`config.mk`:
```
export PLATFORM = sky130hd
export DESIGN_NAME = spi_mitm_rule_engine_flat
export DESIGN_NICKNAME = d
export VERILOG_FILES = /design/src/rtl/spi_mitm_rule_engine_if.sv /design/src/rtl/spi_mitm_rule_engine.sv /design/src/flat_wrapper.sv
export SDC_FILE = /design/constraint.sdc
export NUM_CORES = 1
export LEC_CHECK = 0
export CELL_PAD_IN_SITES_DETAIL_PLACEMENT = 2
export CELL_PAD_IN_SITES_GLOBAL_PLACEMENT = 2
export CORE_MARGIN = 2
export CORE_UTILIZATION = 36
export DETAILED_ROUTE_END_ITERATION = 8
export HOLD_SLACK_MARGIN = 0.15
export PLACE_DENSITY_LB_ADDON = 0.15
export SKIP_LAST_GASP = 1
export SLEW_MARGIN = 40
export SYNTH_ARGS = -nofsm -noshare
export SYNTH_HDL_FRONTEND = slang
export SYNTH_SLANG_ARGS = --single-unit
```
`constraint.sdc`:
```
create_clock -name sys_clk -period 2.7 [get_ports sys_clk]
set_input_delay 0.27 -clock sys_clk [delete_from_list [all_inputs] [get_ports sys_clk]]
set_output_delay 0.27 -clock sys_clk [all_outputs]
set_load 0.05 [all_outputs]
```
`src/rtl/spi_mitm_rule_engine_if.sv`:
```
// rtl/spi_mitm_rule_engine_if.sv - sniffer/injector/rule-programming bundle for the MITM rule engine
interface spi_mitm_rule_engine_if #(
    parameter int MAX_DATA_SIZE = 16,
    parameter int CMD_BITS      = 3,
    parameter int ADDR_BITS     = 8,
    parameter int DATA_BITS     = 8,
    parameter int NUM_RULES     = 4,
    parameter int MAX_BURST     = 4
);
    localparam int DSW = $clog2(MAX_DATA_SIZE + 1);
    localparam int RIW = (NUM_RULES > 1) ? $clog2(NUM_RULES) : 1;
    localparam int BLW = $clog2(MAX_BURST + 1);

    logic                     mitm_start;
    logic [BLW-1:0]           burst_len;
    logic                     eval;
    logic [MAX_DATA_SIZE-1:0] real_miso_data;
    logic [MAX_DATA_SIZE-1:0] real_mosi_data;
    logic                     rule_wr_en;
    logic [RIW-1:0]           rule_idx;
    logic [CMD_BITS-1:0]      rule_cmd;
    logic [ADDR_BITS-1:0]     rule_addr;
    logic [ADDR_BITS-1:0]     rule_addr_mask;
    logic [1:0]               rule_mode;
    logic [DATA_BITS-1:0]     rule_value;
    logic [MAX_DATA_SIZE-1:0] fake_miso_data;
    logic [MAX_DATA_SIZE-1:0] fake_mosi_data;
    logic [DSW-1:0]           data_size;
    logic                     fake_miso_select;
    logic                     fake_mosi_select;
    logic                     eval_done;
    logic                     mitm_done;
    logic [7:0]               hit_count;

    modport master (
        output mitm_start, burst_len, eval, real_miso_data, real_mosi_data,
               rule_wr_en, rule_idx, rule_cmd, rule_addr, rule_addr_mask, rule_mode, rule_value,
        input  fake_miso_data, fake_mosi_data, data_size, fake_miso_select, fake_mosi_select,
               eval_done, mitm_done, hit_count
    );

    modport slave (
        input  mitm_start, burst_len, eval, real_miso_data, real_mosi_data,
               rule_wr_en, rule_idx, rule_cmd, rule_addr, rule_addr_mask, rule_mode, rule_value,
        output fake_miso_data, fake_mosi_data, data_size, fake_miso_select, fake_mosi_select,
               eval_done, mitm_done, hit_count
    );
endinterface

```
`src/rtl/spi_mitm_rule_engine.sv`:
```
// rtl/spi_mitm_rule_engine.sv - SPI MITM transaction stepper with programmable match/replace rule table
module spi_mitm_rule_engine #(
    parameter int MAX_DATA_SIZE = 16,
    parameter int CMD_BITS      = 3,
    parameter int ADDR_BITS     = 8,
    parameter int DATA_BITS     = 8,
    parameter int NUM_RULES     = 4,
    parameter int MAX_BURST     = 4
) (
    input logic                   sys_clk,
    input logic                   rst,
    spi_mitm_rule_engine_if.slave bus
);
    localparam int DSW = $clog2(MAX_DATA_SIZE + 1);
    localparam int BLW = $clog2(MAX_BURST + 1);

    typedef enum logic [2:0] {S_IDLE, S_ARM, S_CMD, S_ADDR, S_DATA, S_DONE} state_t;

    state_t state_q, state_d;

    // stage_q: 0 = ready, 1/2 = evaluation in flight; results land when it reaches 2
    logic [1:0]               stage_q;
    logic                     eval_done_q;
    logic [BLW-1:0]           eff_len_q, eff_len_d, word_cnt_q, word_nxt;
    logic [CMD_BITS-1:0]      cmd_q;
    logic                     hit_q;
    logic [1:0]               hit_mode_q;
    logic [DATA_BITS-1:0]     hit_value_q;
    logic [MAX_DATA_SIZE-1:0] fake_miso_q;
    logic                     miso_sel_q;
    logic [DSW-1:0]           data_size_q;
    logic [7:0]               hit_count_q;

    logic [CMD_BITS-1:0]  r_cmd   [NUM_RULES];
    logic [ADDR_BITS-1:0] r_addr  [NUM_RULES];
    logic [ADDR_BITS-1:0] r_mask  [NUM_RULES];
    logic [1:0]           r_mode  [NUM_RULES];
    logic [DATA_BITS-1:0] r_value [NUM_RULES];

    logic                 accept, apply, last_word;
    logic [ADDR_BITS-1:0] lk_addr;
    logic                 lk_hit;
    logic [1:0]           lk_mode;
    logic [DATA_BITS-1:0] lk_value;
    logic                 unused_bits;

    assign accept    = bus.eval && eval_done_q &&
                       (state_q inside {S_ARM, S_CMD, S_ADDR, S_DATA});
    assign apply     = (stage_q == 2'd2);
    assign word_nxt  = word_cnt_q + 1'b1;
    assign last_word = (word_nxt == eff_len_q);
    assign lk_addr   = bus.real_mosi_data[ADDR_BITS-1:0];
    assign unused_bits = ^{bus.real_miso_data, bus.real_mosi_data[MAX_DATA_SIZE-1:ADDR_BITS]};

    // Fake MISO word for a given index, zero when the latched hit does not inject
    function automatic logic [MAX_DATA_SIZE-1:0] word_data(input logic [BLW-1:0] w);
        logic [DATA_BITS-1:0] v;
        v = hit_value_q + (hit_mode_q[0] ? DATA_BITS'(w) : '0);
        return (hit_q && hit_mode_q[1]) ? MAX_DATA_SIZE'(v) : '0;
    endfunction

    // Effective word count: 0 means one word, anything above MAX_BURST clamps
    always_comb begin
        eff_len_d = bus.burst_len;
        if (bus.burst_len == '0)
            eff_len_d = BLW'(1);
        else if (bus.burst_len > BLW'(MAX_BURST))
            eff_len_d = BLW'(MAX_BURST);
    end

    // Rule lookup on the live address; descending scan so the lowest matching slot wins
    always_comb begin
        lk_hit   = 1'b0;
        lk_mode  = 2'b00;
        lk_value = '0;
        for (int i = NUM_RULES - 1; i >= 0; i--) begin
            if (r_mode[i] != 2'b00 && cmd_q == r_cmd[i] &&
                ((lk_addr ^ r_addr[i]) & r_mask[i]) == '0) begin
                lk_hit   = 1'b1;
                lk_mode  = r_mode[i];
                lk_value = r_value[i];
            end
        end
    end

    // Next-state logic: phase advances when an evaluation's results land
    always_comb begin
        state_d = state_q;
        case (state_q)
            S_IDLE:  if (bus.mitm_start) state_d = S_ARM;
            S_ARM:   if (apply) state_d = S_CMD;
            S_CMD:   if (apply) state_d = S_ADDR;
            S_ADDR:  if (apply) state_d = S_DATA;
            S_DATA:  if (apply && last_word) state_d = S_DONE;
            S_DONE:  state_d = S_IDLE;
            default: state_d = S_IDLE;
        endcase
    end

    // State register
    always_ff @(posedge sys_clk or negedge rst) begin
        if (!rst) state_q <= S_IDLE;
        else      state_q <= state_d;
    end

    // Rule table writes; out-of-range slots are dropped
    always_ff @(posedge sys_clk or negedge rst) begin
        if (!rst) begin
            for (int i = 0; i < NUM_RULES; i++) begin
                r_cmd[i]   <= '0;
                r_addr[i]  <= '0;
                r_mask[i]  <= '0;
                r_mode[i]  <= 2'b00;
                r_value[i] <= '0;
            end
        end else if (bus.rule_wr_en && int'(bus.rule_idx) < NUM_RULES) begin
            r_cmd[bus.rule_idx]   <= bus.rule_cmd;
            r_addr[bus.rule_idx]  <= bus.rule_addr;
            r_mask[bus.rule_idx]  <= bus.rule_addr_mask;
            r_mode[bus.rule_idx]  <= bus.rule_mode;
            r_value[bus.rule_idx] <= bus.rule_value;
        end
    end

    // Handshake pipeline: capture fields on accept, publish outputs two cycles later
    always_ff @(posedge sys_clk or negedge rst) begin
        if (!rst) begin
            stage_q     <= 2'd0;
            eval_done_q <= 1'b1;
            eff_len_q   <= BLW'(1);
            word_cnt_q  <= '0;
            cmd_q       <= '0;
            hit_q       <= 1'b0;
            hit_mode_q  <= 2'b00;
            hit_value_q <= '0;
            fake_miso_q <= '0;
            miso_sel_q  <= 1'b0;
            data_size_q <= '0;
            hit_count_q <= 8'd0;
        end else begin
            if (state_q == S_IDLE && bus.mitm_start)
                eff_len_q <= eff_len_d;
            if (accept) begin
                eval_done_q <= 1'b0;
                stage_q     <= 2'd1;
                if (state_q == S_CMD)
                    cmd_q <= bus.real_mosi_data[CMD_BITS-1:0];
                if (state_q == S_ADDR) begin
                    hit_q       <= lk_hit;
                    hit_mode_q  <= lk_mode;
                    hit_value_q <= lk_value;
                    if (lk_hit && hit_count_q != 8'hFF)
                        hit_count_q <= hit_count_q + 8'd1;
                end
            end else if (stage_q == 2'd1) begin
                stage_q <= 2'd2;
            end else if (apply) begin
                stage_q     <= 2'd0;
                eval_done_q <= 1'b1;
                case (state_q)
                    S_ARM: begin
                        data_size_q <= DSW'(CMD_BITS);
                        fake_miso_q <= '0;
                        miso_sel_q  <= 1'b0;
                    end
                    S_CMD: data_size_q <= DSW'(ADDR_BITS);
                    S_ADDR: begin
                        data_size_q <= DSW'(DATA_BITS);
                        word_cnt_q  <= '0;
                        fake_miso_q <= word_data('0);
                        miso_sel_q  <= hit_q && hit_mode_q[1];
                    end
                    S_DATA: begin
                        word_cnt_q <= word_nxt;
                        if (last_word) begin
                            data_size_q <= '0;
                            fake_miso_q <= '0;
                            miso_sel_q  <= 1'b0;
                        end else begin
                            fake_miso_q <= word_data(word_nxt);
                        end
                    end
                    default: ;
                endcase
            end
        end
    end

    assign bus.fake_miso_data   = fake_miso_q;
    assign bus.fake_mosi_data   = '0;
    assign bus.data_size        = data_size_q;
    assign bus.fake_miso_select = miso_sel_q;
    assign bus.fake_mosi_select = 1'b0;
    assign bus.eval_done        = eval_done_q;
    assign bus.mitm_done        = (state_q == S_DONE);
    assign bus.hit_count        = hit_count_q;
endmodule

```
`src/flat_wrapper.sv`:
```
// flat-port wrapper written by rule: the top's interface ports become plain ports
module spi_mitm_rule_engine_flat 
#(
    parameter int MAX_DATA_SIZE = 16,
    parameter int CMD_BITS      = 3,
    parameter int ADDR_BITS     = 8,
    parameter int DATA_BITS     = 8,
    parameter int NUM_RULES     = 4,
    parameter int MAX_BURST     = 4
)
  (sys_clk, rst, bus_mitm_start, bus_burst_len, bus_eval, bus_real_miso_data, bus_real_mosi_data, bus_rule_wr_en, bus_rule_idx, bus_rule_cmd, bus_rule_addr, bus_rule_addr_mask, bus_rule_mode, bus_rule_value, bus_fake_miso_data, bus_fake_mosi_data, bus_data_size, bus_fake_miso_select, bus_fake_mosi_select, bus_eval_done, bus_mitm_done, bus_hit_count);
  spi_mitm_rule_engine_if #(.MAX_DATA_SIZE(MAX_DATA_SIZE), .CMD_BITS(CMD_BITS), .ADDR_BITS(ADDR_BITS), .DATA_BITS(DATA_BITS), .NUM_RULES(NUM_RULES), .MAX_BURST(MAX_BURST)) bus_i ();
  input logic sys_clk;
  input logic rst;
  input wire logic [$bits(bus_i.mitm_start)-1:0] bus_mitm_start;
  input wire logic [$bits(bus_i.burst_len)-1:0] bus_burst_len;
  input wire logic [$bits(bus_i.eval)-1:0] bus_eval;
  input wire logic [$bits(bus_i.real_miso_data)-1:0] bus_real_miso_data;
  input wire logic [$bits(bus_i.real_mosi_data)-1:0] bus_real_mosi_data;
  input wire logic [$bits(bus_i.rule_wr_en)-1:0] bus_rule_wr_en;
  input wire logic [$bits(bus_i.rule_idx)-1:0] bus_rule_idx;
  input wire logic [$bits(bus_i.rule_cmd)-1:0] bus_rule_cmd;
  input wire logic [$bits(bus_i.rule_addr)-1:0] bus_rule_addr;
  input wire logic [$bits(bus_i.rule_addr_mask)-1:0] bus_rule_addr_mask;
  input wire logic [$bits(bus_i.rule_mode)-1:0] bus_rule_mode;
  input wire logic [$bits(bus_i.rule_value)-1:0] bus_rule_value;
  output wire logic [$bits(bus_i.fake_miso_data)-1:0] bus_fake_miso_data;
  output wire logic [$bits(bus_i.fake_mosi_data)-1:0] bus_fake_mosi_data;
  output wire logic [$bits(bus_i.data_size)-1:0] bus_data_size;
  output wire logic [$bits(bus_i.fake_miso_select)-1:0] bus_fake_miso_select;
  output wire logic [$bits(bus_i.fake_mosi_select)-1:0] bus_fake_mosi_select;
  output wire logic [$bits(bus_i.eval_done)-1:0] bus_eval_done;
  output wire logic [$bits(bus_i.mitm_done)-1:0] bus_mitm_done;
  output wire logic [$bits(bus_i.hit_count)-1:0] bus_hit_count;
  assign bus_i.mitm_start = bus_mitm_start;
  assign bus_i.burst_len = bus_burst_len;
  assign bus_i.eval = bus_eval;
  assign bus_i.real_miso_data = bus_real_miso_data;
  assign bus_i.real_mosi_data = bus_real_mosi_data;
  assign bus_i.rule_wr_en = bus_rule_wr_en;
  assign bus_i.rule_idx = bus_rule_idx;
  assign bus_i.rule_cmd = bus_rule_cmd;
  assign bus_i.rule_addr = bus_rule_addr;
  assign bus_i.rule_addr_mask = bus_rule_addr_mask;
  assign bus_i.rule_mode = bus_rule_mode;
  assign bus_i.rule_value = bus_rule_value;
  assign bus_fake_miso_data = bus_i.fake_miso_data;
  assign bus_fake_mosi_data = bus_i.fake_mosi_data;
  assign bus_data_size = bus_i.data_size;
  assign bus_fake_miso_select = bus_i.fake_miso_select;
  assign bus_fake_mosi_select = bus_i.fake_mosi_select;
  assign bus_eval_done = bus_i.eval_done;
  assign bus_mitm_done = bus_i.mitm_done;
  assign bus_hit_count = bus_i.hit_count;
  spi_mitm_rule_engine #(.MAX_DATA_SIZE(MAX_DATA_SIZE), .CMD_BITS(CMD_BITS), .ADDR_BITS(ADDR_BITS), .DATA_BITS(DATA_BITS), .NUM_RULES(NUM_RULES), .MAX_BURST(MAX_BURST)) u_core (.sys_clk(sys_clk), .rst(rst), .bus(bus_i));
endmodule
```
* Word level (Yosys, flattened, before mapping)
Cells that the tools add are included.
** Operators by class
- Add/subtract/negate cells :: 3
- $lt $le $gt $ge :: 3
- Eq/ne operators :: 20
- Multiplexer cells :: 47
- Bitwise logic cells :: 11
- Reduce and logical (&&, ||, !) cells :: 41
** Operators by type and width (number)
- $bwmux W32 :: 3
- $mux W8 :: 7
- $pmux W16 S3 :: 1
- $and A8 B8 Y8 :: 4
- $logic_not A8 Y1 :: 4
- $xor A8 B8 Y8 :: 4
- $mux W3 :: 9
- $demux W8 S2 :: 1
- $mux W16 :: 1
- $mux W2 :: 8
- $eq A3 B3 Y1 :: 5
- $logic_and A1 B1 Y1 :: 15
- $pmux W3 S5 :: 1
- $pmux W5 S3 :: 1
- $reduce_and A5 Y1 :: 3
- $bwmux W12 :: 1
- $reduce_bool A2 Y1 :: 6
- $ne A2 B1 Y1 const B :: 5
- $reduce_bool A3 Y1 :: 3
- $add A8 B1 Y8 const B :: 1
- $add A8 B8 Y8 :: 1
- $bwmux W8 :: 1
- $mux W1 :: 8
- $ne A8 B8 Y1 const B :: 1
- other kinds (23) :: 31
** Word-level totals
- Register bits after elaboration :: 172
- Input port bits :: 71
- Logic and storage cells :: 158

* Depth between registers and ports, before layout
- Word-level depth :: 10
- Mapped depth :: 11
- Depth with buffers taken out :: 11

* Least setup slack after synthesis
OpenSTA, ideal clock, no wires.
- Kind :: register -> register
- From :: register u_core.word_cnt_q[0]
- To :: register u_core.fake_miso_q[6] (netlist: u_core.bus.fake_miso_data[6])
- Arrival time :: 2097 ps
- Required time :: 2579 ps
- Slack :: 482 ps
- Cell stages (with the launch flop) :: 11
- Path buffers :: 0
- Cell sequence :: dfrtp_1 > ha_1 > nand2_1 > fa_1 > nor2b_1 > o21ai_0 > nor2_1 > nor2_1 > o21ai_0 > o21ai_1 > a22o_1
** Between the ends
- Longest elaborated chain between the ends :: 6
** RTL lines
- start, declared :: RTL line spi_mitm_rule_engine.sv:24 : logic [BLW-1:0] eff_len_q, eff_len_d, word_cnt_q, word_nxt;
- start signal, assigned :: RTL line spi_mitm_rule_engine.sv:174 : word_cnt_q <= word_nxt;
- $add A3 B1 Y3 * :: RTL line spi_mitm_rule_engine.sv:50 : assign word_nxt = word_cnt_q + 1'b1;
- $mux W3 :: RTL line spi_mitm_rule_engine.sv:58 : v = hit_value_q + (hit_mode_q[0] ? DATA_BITS'(w) : '0);
- $add A8 B8 Y8 :: RTL line spi_mitm_rule_engine.sv:58
- $mux W8 :: RTL line spi_mitm_rule_engine.sv:59 : return (hit_q && hit_mode_q[1]) ? MAX_DATA_SIZE'(v) : '0;
- $mux W16 * :: RTL line spi_mitm_rule_engine.sv:175 : if (last_word) begin
- $pmux W16 S3 * :: RTL line spi_mitm_rule_engine.sv:160 : case (state_q)
- end signal, assigned :: RTL line spi_mitm_rule_engine.sv:170 : fake_miso_q <= word_data('0);
- end signal, assigned :: RTL line spi_mitm_rule_engine.sv:180 : fake_miso_q <= word_data(word_nxt);
- end, declared :: RTL line spi_mitm_rule_engine.sv:29 : logic [MAX_DATA_SIZE-1:0] fake_miso_q;
Every way passes the cells marked *; elsewhere a longest branch is shown, timed or not.
A chain may end at the register's enable or synchronous reset.

* Final worst setup path
Ends and elaborated chain as after synthesis.

==> impl_metrics.csv <==
group,metric,value,unit
status,status,"finished clean",
cts,clock_sinks,161,
die,io_pins,120,
cts,h-tree-depth,4,
grt,grt_pass1_vias,5908,
route,drt_iter0_drc,127,
route,wirelength,20270,microns
sta,fin_crit,2523,ps
grt,antenna_found_initial,0,
sta,slew_viol_final,0,
yosys,netlist_area,7851,sq um
die,die_x,151.7,microns
sta,rsz0062_at_grt,"false",
route,post_drt_wl_per_cell,20.13,microns
setup_path,crit_fanout,4,
cells_and_area,final_layout_size_suffix_gt1_share,27.51,%
power,swShare,33.55,%
die,die_y,151.7,microns
setup_path,cp_data_required_time,3020,ps
cts,path_clk_slew,70,ps
power,combPwrFrac,26.8,%
route,first_pass_iters,4,
sta,final.setup.tns,0,ps
yosys,synthCells,645,
route,ant_nets,0,
grt,grt_pass1_wl,33000,microns
yosys,ys_seq_area_share,51.35,%
cells_and_area,final_nets,793,
setup_path,end_kind,"flip-flop",
placed_design,post-dp-hpwl,13700,microns
power,switching_power,0.002773,W
route,vias_per_cell,5.181,
min_path,hp-class,"in -> async",
die,rows,54,
grt,grt_max_degree,61,
grt,grt.total_usage,18.96,%
cts,cts_buffers,17,
power,power.density,878.9,nW/um^2
setup_path,reg2reg_from,"u_core.word_cnt_q[0]$_DFFE_PN0P_",
sta,clock_skew,9.902,ps
power,p_clk_share,30.9,%
sta,setup_viol,0,
setup_path,crit_start,"u_core.word_cnt_q[0]$_DFFE_PN0P_",
cts,clkLatencyLatePin,430,ps
yosys,synth_flop_cell,"dfrtp_1",
grt,gr-total-overflow,0,
route,vias,5217,
die,start_util,36.31,%
route,route.detailed.drc,0,
setup_path,path_class,"reg -> reg",
cells_and_area,instances_no_fill,1007,
die,coreArea,21620,sq um
yosys,synth-edff-count,0,
power,p_int,0.005492,W
setup_path,start_kind,"flip-flop",
yosys,avgSynthCellArea,12.17,sq um
cells_and_area,antennaDiodeCount,0,
cells_and_area,final_util,43.50,%
setup_path,arrival,2840,ps
cts,cts_tree,"built",
placed_design,pre_cts_ws,37.09,ps
setup_path,r2r_cells,10,
yosys,ys_warn_count,0,
die,dieArea,23010,sq um
cts,cts_root_buf,"clkbuf_16",
cells_and_area,areaGrowthSynthToFinish,19.78,%
run,max_cap_viol_count,0,
sta,tightest_slew,634.0,ps
power,peakVddDrop,0.4642,mV
power,pwr-share-seq,42.4,%
setup_path,reg2reg_to,"u_core.bus.fake_miso_data[6]$_DFFE_PN0P_",
cts,clockBufferDepth,2,
power,p_leak,3.974,nW
setup_path,r2r_slack,180,ps
placed_design,portBuffers,68,
yosys,synthDistinctLibCells,59,
sta,clock.fmax,396.4,MHz
sta,finalHoldViolations,0,
yosys,ys_seq_elements,161,
yosys,async_flop_share,100.0,%
sta,slew_headroom,57.40,%
sta,final.period_utilization,93.43,%
placed_design,routabilityCongestion,0.7587,
placed_design,post-place-cells,974,
sta,setup_slack,177.5,ps
cells_and_area,nFillCells,2201,
## through the flow
stage	instance area (sq um)	hold WS [ps]	power [W]
2_1_floorplan	7949	-25.59	0.005054
3_3_place_gp	8765	237.2	0.005607
3_5_place_dp	8765	243.8	0.005761
4_1_cts	9394	349.7	0.008383
5_1_grt	9404	385.8	0.008750
6_report	9404	344.6	0.008265
## flip-flops by register name (all words and copies together) (netlist names), 3 cells and up
signal,cells
u_core.eff_len_q,3
u_core.bus.fake_miso_data,8
u_core.word_cnt_q,3
u_core.r_mask,32
u_core.r_value,32
u_core.cmd_q,3
u_core.r_mode,8
u_core.r_addr,32
u_core.state_q,3
u_core.hit_value_q,8
u_core.bus.hit_count,8
u_core.r_cmd,12
## critical path, cell delays in order (launching register included)
cell and delay [ps]:
dfrtp_1 440, ha_1 360, nand2_1 120, fa_1 480, nor2b_1 140, o21ai_0 160, nor2_1 190, nor2_1 50
o21ai_0 150, o21ai_1 100, a22o_1 230
## synthesized netlist by cell type, types with 4 or more instances
cell type  count  area (sq um)
dfrtp_1      159          3979
mux2_2       121          1363
xor2_1        42         367.9
nand2_1       32         120.1
buf_4         29         217.7
nor2_1        27         101.4
o21ai_0       19         95.09
clkbuf_1      18         67.56
a21oi_1       17         85.08
a22oi_1       16         120.1
nand3_1       16         80.08
xnor2_1       13         113.9
inv_1         12         45.04
buf_2         11         55.05
o221ai_1      10         87.58
a22o_1         9         78.83
a31o_2         9         78.83
ha_1           7         87.58
a21o_1         5         37.54
nand4_1        4         25.02
nor2b_1        4         25.02
nor3_1         4         20.02
## placed cells by master, fill, tap and decap left out, types with 3 or more instances in the layout
master           count
dfrtp_1            159
mux2_2             121
clkdlybuf4s50_1     67
xor2_1              42
nand2_1             32
nor2_1              27
conb_1              27
o21ai_0             19
clkbuf_16           17
nand3_1             16
a21oi_1             16
a22oi_1             16
buf_4               16
xnor2_1             13
inv_1               12
o221ai_1            10
a22o_1               9
a31o_2               9
ha_1                 7
a21o_1               5
clkinv_4             5
nor2b_1              4
nor3_1               4
nand4_1              4
nand2b_1             3
nand3b_1             3
o21ai_1              3
o2111ai_1            3
nor3_2               3
mux2i_1              3
bufinv_16            3
## worst max path at each step
stage,to,slack (ps),depth (start not counted)
floorplan,u_core.bus.fake_miso_data[6]$_DFFE_PN0P_,480,10
global placement,u_core.bus.hit_count[5]$_DFFE_PN0P_,70,10
detailed placement,u_core.hit_value_q[3]$_DFFE_PN0P_,40,8
CTS,u_core.bus.fake_miso_data[6]$_DFFE_PN0P_,160,10
global route,u_core.bus.fake_miso_data[6]$_DFFE_PN0P_,0.7,10
finish,u_core.bus.fake_miso_data[6]$_DFFE_PN0P_,180,10
## cells by family (layout without fill, tap and decap cells)
| logic type | count (synthesis) | count (layout) | synth area share [%] |
|---|---|---|---|
| AOI/OAI and AO/OA | 108 | 108 | 10.14 |
| xor gates and xnor gates | 56 | 56 | 6.422 |
| adders and majority gates | 8 | 8 | 1.370 |
| buffers and inverters | 75 | 131 | 5.434 |
| DFF | 161 | 161 | 51.35 |
| muxes | 126 | 126 | 18.12 |
| other | 1 | 27 | 0.04776 |
| and+or+nand+nor | 110 | 110 | 7.124 |
## power by group through the flow
stage	Combinational (W)	Clock, W	Sequential [W]
finish	0.00221	0.00255	0.00350
global route	0.00246	0.00270	0.00359
CTS	0.00226	0.00263	0.00350
detailed placement	0.00222	0	0.00354
global placement	0.00213	0	0.00348
floorplan	0.00162	0	0.00343
## repair_timing
action	in CTS	in global routing
hold buffers	1	0
setup buffers	0	0
endpoints found under the hold margin	43	0
gates resized for setup	0	0
## final cells by class
cell class,instances,area (sq um),area share [%]
Timing Repair Buffer,87,852.1,9.061
Tap cell,280,350.3,3.725
Clock buffer,18,439.2,4.670
Clock inverter,14,180.2,1.916
Inverter,12,45.04,0.4790
Sequential cell,161,4031,42.87
Multi-Input combinational cell,435,3506,37.28
## routing by layer
metal | track usage (%) | share of wire, % | routed length (microns)
met4 | 5.278 | 1.2 | 238
met2 | 33.49 | 52 | 10480
met5 | 0 | 0 | 0
met3 | 3.443 | 3.0 | 599
met1 | 23.79 | 44 | 8960
Power figures use the tool's default switching activity.
